`src/rtl/pc_fetch_unit_pkg.sv`:
```
// Shared CPU definitions used by the fetch stage and the ID stage.
package pc_fetch_unit_pkg;

  // Default boot address and the bubble instruction word.
  localparam logic [31:0] RESET_PC_DEFAULT  = 32'h0000_3000;
  localparam logic [31:0] NOP_INSTR_DEFAULT = 32'h0000_0000;

  // Instruction size in bytes; the sequential PC step.
  localparam logic [31:0] WORD_BYTES = 32'd4;

  // IF/ID pipeline register layout consumed by the decode stage.
  typedef struct packed {
    logic [31:0] pc;
    logic [31:0] pc_plus;
    logic [31:0] instr;
    logic        valid;
  } if_id_t;

  // Force an address onto a word boundary.
  function automatic logic [31:0] word_align(input logic [31:0] addr);
    return {addr[31:2], 2'b00};
  endfunction

endpackage

```
`src/rtl/pc_fetch_unit_add.sv`:
```
// PC+4 adder: sequential-address generator, wraps modulo 2^32.
module add
  import pc_fetch_unit_pkg::*;
(
  input  logic [31:0] pc,
  output logic [31:0] pc_plus
);

  assign pc_plus = pc + WORD_BYTES;

endmodule

```
`src/rtl/pc_fetch_unit.sv`:
```
// Instruction-fetch stage: owns the PC, drives imem, fills IF/ID.
module pc_fetch_unit
  import pc_fetch_unit_pkg::*;
#(
  parameter logic [31:0] RESET_PC  = RESET_PC_DEFAULT,
  parameter logic [31:0] NOP_INSTR = NOP_INSTR_DEFAULT
) (
  input  logic        clk,
  input  logic        rst_n,
  input  logic        stall,
  input  logic        redirect_valid,
  input  logic [31:0] redirect_pc,
  output logic [31:0] imem_addr,
  output logic        imem_en,
  input  logic [31:0] imem_rdata,
  output logic [31:0] if_id_pc,
  output logic [31:0] if_id_pc_plus,
  output logic [31:0] if_id_instr,
  output logic        if_id_valid,
  output logic        misalign_err
);

  logic [31:0] pc_reg;
  logic [31:0] pc_next;
  logic [31:0] pc_plus;
  if_id_t      if_id_reg;
  if_id_t      if_id_next;
  logic        misalign_reg;
  logic        misalign_next;
  if_id_t      bubble;

  // Sequential next address comes from the shared adder.
  add u_add (
    .pc      (pc_reg),
    .pc_plus (pc_plus)
  );

  // Flushed / reset contents of IF/ID.
  always_comb begin
    bubble         = '0;
    bubble.instr   = NOP_INSTR;
  end

  // Next-PC mux and IF/ID update: redirect beats stall beats advance.
  always_comb begin
    pc_next       = pc_reg;
    if_id_next    = if_id_reg;
    misalign_next = redirect_valid & (redirect_pc[1:0] != 2'b00);
    if (redirect_valid) begin
      pc_next    = word_align(redirect_pc);
      if_id_next = bubble;
    end else if (!stall) begin
      pc_next            = pc_plus;
      if_id_next.pc      = pc_reg;
      if_id_next.pc_plus = pc_plus;
      if_id_next.instr   = imem_rdata;
      if_id_next.valid   = 1'b1;
    end
  end

  // State registers; reset discards in-flight state immediately.
  always_ff @(posedge clk or negedge rst_n) begin
    if (!rst_n) begin
      pc_reg       <= word_align(RESET_PC);
      if_id_reg    <= bubble;
      misalign_reg <= 1'b0;
    end else begin
      pc_reg       <= pc_next;
      if_id_reg    <= if_id_next;
      misalign_reg <= misalign_next;
    end
  end

  assign imem_addr     = pc_reg;
  assign imem_en       = ~stall | redirect_valid;
  assign if_id_pc      = if_id_reg.pc;
  assign if_id_pc_plus = if_id_reg.pc_plus;
  assign if_id_instr   = if_id_reg.instr;
  assign if_id_valid   = if_id_reg.valid;
  assign misalign_err  = misalign_reg;

endmodule

```
`config.mk`:
```
export PLATFORM = sky130hd
export DESIGN_NAME = pc_fetch_unit
export DESIGN_NICKNAME = d
export VERILOG_FILES = /design/src/rtl/pc_fetch_unit_pkg.sv /design/src/rtl/pc_fetch_unit_add.sv /design/src/rtl/pc_fetch_unit.sv
export SDC_FILE = /design/constraint.sdc
export NUM_CORES = 1
export LEC_CHECK = 0
export CORE_AREA = 2 2 117 119
export CTS_CLUSTER_DIAMETER = 120
export DETAILED_ROUTE_END_ITERATION = 6
export DIE_AREA = 0 0 119 121
export HOLD_SLACK_MARGIN = 0.03
export PLACE_DENSITY = 0.9
export SLEW_MARGIN = 20
export SYNTH_ARGS = -nofsm -noshare
export SYNTH_HDL_FRONTEND = slang
export SYNTH_HIERARCHICAL = 1
export SYNTH_SLANG_ARGS = --single-unit
```
`constraint.sdc`:
```
create_clock -name clk -period 2.2 [get_ports clk]
set_input_delay 0.66 -clock clk [delete_from_list [all_inputs] [get_ports clk]]
set_output_delay 0.66 -clock clk [all_outputs]
set_load 0.1 [all_outputs]
```
# [Word-level counts from Yosys, hierarchy flattened]
# Index checks and enable logic that the tools add are counted.
# W data, S select, Z words.
[word_totals] register_bits=130 in_bits=68 output_inout_bits=131 wordCells=16
[classes] addsub=1 n_eq_ne=1 mux=4 n_bitwise=3 reduce_logical=1
[ops] op="$mux W97" count=2
[ops] op="$mux W32" count=2
[ops] op="$add A32 B3 Y32 const B" count=1
[ops] op="$ne A2 B1 Y1 const B" count=1
[ops] op="$reduce_bool A2 Y1" count=1
[ops] op="$and A1 B1 Y1" count=1
[ops] op="$not A1 Y1" count=1
[ops] op="$or A1 B1 Y1" count=1

# [Depth between registers and ports, before layout]
[depth] ltp_word=3 depth_mapped=7 depth_no_buf=7

# [By module]
# Netlist, hierarchy kept.
[modules_own_cells] mod="pc_fetch_unit" instances=1 cells_per_inst=448 area_per_inst_um2=5360.1
[modules_own_cells] mod="add" instances=1 cells_per_inst=83 area_per_inst_um2=580.6

# [Worst setup path after synthesis]
# Ideal clock, no wire load.
[synth_path] path_kind="flip-flop to flip-flop" start="register pc_reg[2] (netlist: imem_addr[2])" end="register pc_reg[24] (netlist: imem_addr[24])" arrival_time_ns=2.509 t_required_ns=2.116 path_slack_ns=-0.392 path_stages_with_launch=8 path_buffers=0 period_less_slack_ns=2.592 cell_sequence="dfrtp_1 ha_1 nand3_1 nor4_4 nand4_1 xnor2_1 mux2i_1 o21ai_0"
[synth_via] elab_chain_len=3
[synth_rtl] item="start: declaration" line_no="pc_fetch_unit.sv:23" rtl="logic [31:0] pc_reg;"
[synth_rtl] item="start signal: assignment" line_no="pc_fetch_unit.sv:64" rtl="pc_reg <= word_align(RESET_PC);"
[synth_rtl] item="start signal: assignment" line_no="pc_fetch_unit.sv:68" rtl="pc_reg <= pc_next;"
[synth_rtl] item="$add A32 B3 Y32" line_no="pc_fetch_unit_add.sv:9" rtl="assign pc_plus = pc + WORD_BYTES;"
[synth_rtl] item="via pc_plus[24]" line_no="pc_fetch_unit.sv:25" rtl="logic [31:0] pc_plus;"
[synth_rtl] item="$mux W32" line_no="pc_fetch_unit.sv:52" rtl="end else if (!stall) begin"
[synth_rtl] item="$mux W32" line_no="pc_fetch_unit.sv:49" rtl="if (redirect_valid) begin"
# The timed path passes the listed nets, and every way through them passes these cells. The select of a mux whose other input is x is not followed.
# A chain may end at the register's enable or synchronous reset.

# [Final worst setup path]
[layout_path] start="register pc_reg[3] (netlist: imem_addr[3])" end="register pc_reg[24] (netlist: imem_addr[24])"
# Same word-level chain as after synthesis.

==> results by group <==
Run status
  • Status: complete, no violations

Timing
  • Setup_tns: 0 ps
  • Final worst-path cycle share: ~93%
  • Final Critical Period: approximately 2000 ps
  • Final setup fails: 0
  • Final slew viol count: 0
  • Hold Slack: ~180 ps
  • Clock Skews: between 5 and 6 ps
  • RSZ-0062 raised after global routing: false
  • Worst Tran Pin Value: roughly 640 ps
  • Hold Fails Final Rpt: 0
  • Relative slew slack: around 58%
  • Fmax: ~490 MHz

Synthesis
  • Synth top area cells: dfrtp_1 53%, mux2i_1 21%, nor2_1 6.5%
  • Cell taking the most area after synthesis: dfrtp_1
  • Syn avg cell area: about 11 um^2
  • Post-synthesis register bit count: 128
  • Cells after Synth: around 530
  • Async SR Flop Fraction: 100%
  • Post-Syn Nets: 600
  • Syn Std Cell Area: between 5000 and 6000 um^2
  • Seq/Total Area, Yosys: between 50% and 60%
  • Distinct cells, synth: 29
  • Post-synth EDFFs: 0
  • Top_reg_cell synth: dfrtp_1
  • Warnings from Yosys: 6
  • Top-area cell type share of the netlist area: a little over half

Clock network
  • Sink Count: 128
  • Num CTS Buffers: 17
  • Max Buffers Root-to-Sink: 2
  • Worst-Skew Late Latency: just over 400 ps
  • CTS tree: yes
  • Clock slew at reported path FFs: 60 ps
  • Post CTS Setup Buffer Count: 0
  • H-tree depth: 4
  • Root Driver: clkbuf_16

Floorplan
  • Initial Util: between 40% and 50%
  • Die span in y: ~120 um
  • DIE WIDTH: about 120 um
  • IO Count: 199
  • Die footprint: approximately 14000 um^2
  • Placement row count: 42
  • Core ar.: between 10000 and 15000 um^2

Finish
  • Total Nets Final: 791
  • Area Overhead vs Synth: 48.6%
  • N_diodes: 0
  • Non-filler cells, final: roughly 900
  • Fraction of layout cells with a size suffix above 1: roughly 28%

Critical path
  • Crit path required time: 2460 ps
  • Critical path peak fanout: 8
  • Worst setup EP type: flop
  • Worst path arrival time: ~2300 ps
  • Critical path launch point type: flop
  • Setup CP Type: reg2reg

Placed design
  • Placed insts: between 800 and 900
  • I/O Buffers: 198
  • DP Wirelength: approximately 10000 um
  • Gpl congestion: 0.792

Run
  • Maxcap violations: 0

Route
  • DRC Markers: 0
  • Routed length per instance: approximately 16 um
  • DR vias/cell: about 5
  • Drt total wl: ~15000 um
  • DRT antenna net count: 0
  • Routed vias: 4685
  • Violation count after the first detailed-routing iteration: between 200 and 300
  • DRT Pass-1 Iters: 4

Power and ir drop
  • Total power divided by cell area: approximately 920 nW/um^2
  • VDD IR-drop max: between 0.0005 and 0.0006 V
  • Static leakage: about 4.3 nW

Worst hold path
  • Min-delay worst type: in2async

GRT
  • Largest net degree at the start of global routing: roughly 160
  • Vias in the first global route: roughly 4900
  • Tot GR Track Use: 21.6%
  • Antenna violations before repair: 0
  • First-pass GRT wire length: ~25000 um
  • Grt total ovfl: 0
[worst paths after layout]
| kind | start | end | slack, ps | depth (start not counted) |
|---|---|---|---|---|
| setup / recovery | imem_addr[3]$_DFFE_PN0P_ | imem_addr[24]$_DFFE_PN0P_ | 160 | 8 |
| hold / removal | rst_n | imem_addr[14]$_DFFE_PN0P_ | 180 | 1 |
| setup reg to reg | imem_addr[3]$_DFFE_PN0P_ | imem_addr[24]$_DFFE_PN0P_ | 160 | 8 |
| hold reg to reg | if_id_instr[31]$_DFFE_PN0P_ | if_id_instr[31]$_DFFE_PN0P_ | 520 | 2 |
| max in group asynchronous | rst_n | imem_addr[1]$_DFFE_PN0P_ | 1300 | 3 |
| min in group clk | if_id_instr[31]$_DFFE_PN0P_ | if_id_instr[31]$_DFFE_PN0P_ | 520 | 2 |
[metal layers]
metal	vias to the layer above	routed length [um]	GRT usage [%]
li1	2184	-	-
met1	2321	6110	26.2
met2	154	7710	36.4
met3	26	863	5.83
met4	0	329	8.85
met5	-	0	0
[stage by stage]
stage	power, mW	area, um^2	setup WS [ps]	util (%)
2_1_floorplan	4.46	5990	3.65	-
3_3_place_gp	5.22	8190	250	62.6
3_5_place_dp	5.27	8190	167	62.6
4_1_cts	8.19	8810	97.6	67.3
5_1_grt	8.41	8830	27.6	67.5
6_report	8.13	8830	157	67.5
[kinds of logic (layout without fill, tap and decap cells)]
group / Yosys count / in the layout / share of synthesized area [%]
AO/OA/AOI/OAI: 32 / 32 / 2.74
XOR/XNOR: 28 / 28 / 4.13
adder cells (fa/ha/maj): 1 / 1 / 0.211
buffers and inverters: 39 / 243 / 4.61
flip-flops: 128 / 128 / 54.0
multiplexers: 126 / 126 / 21.2
AND/OR/NAND/NOR: 177 / 177 / 13.1
[cell usage in the layout (no fill, tap or decap), types with 3 or more instances in the layout]
| master | n |
|---|---|
| nand4_1 | 9 |
| nor2_1 | 103 |
| xnor2_1 | 20 |
| buf_4 | 101 |
| clkdlybuf4s50_1 | 64 |
| mux2i_1 | 126 |
| o21ai_0 | 8 |
| dfrtp_2 | 18 |
| nand2_1 | 40 |
| nand3_1 | 9 |
| o21ai_1 | 22 |
| bufinv_16 | 3 |
| nor3_1 | 3 |
| inv_1 | 3 |
| xor2_1 | 7 |
| clkbuf_16 | 17 |
| clkbuf_8 | 4 |
| clkinv_2 | 6 |
| dfrtp_1 | 106 |
| buf_12 | 42 |
[layout make-up]
class,instances,area [um^2]
Fill cell,962,4260
Sequential cell,128,3240
Multi-Input combinational cell,364,2490
Timing Repair Buffer,208,2250
Clock buffer,21,480
Tap cell,176,220
Clock inverter,11,135
Inverter,3,11.3
[registers in the layout, summed over array words and instances (netlist names)]
name	flops
if_id_valid	1
if_id_instr	32
if_id_pc	32
if_id_pc_plus	30
misalign_err	1
imem_addr	32
[critical path, cell delays in order, from the launching register on]
cell	delay, ps
dfrtp_4	470
ha_2	220
nand3_2	170
nor4_4	280
buf_4	200
nand4_1	150
xnor2_2	170
mux2i_1	130
o21ai_0	90
[what timing repair did]
item                                    CTS  global route
resized for setup                         0             3
endpoints found under the setup margin    0             4
hold buffers                              0             0
[cell usage after synthesis, drive strengths merged (3+ instances only)]
cell type / instances
buf: 30
clkbuf: 6
dfrtp: 126
inv: 3
mux2i: 126
nand2: 40
nand3: 11
nand4: 10
nor2: 103
nor3: 3
o21ai: 30
xnor2: 21
xor2: 7
[power by group]
part           total, mW  internal, mW  switching, mW
Clock               2.90          1.89           1.01
Sequential          2.78          2.55          0.235
Combinational       2.45         0.723           1.73
Total               8.13          5.16           2.97
No activity file was read; power rests on OpenSTA's default activity.
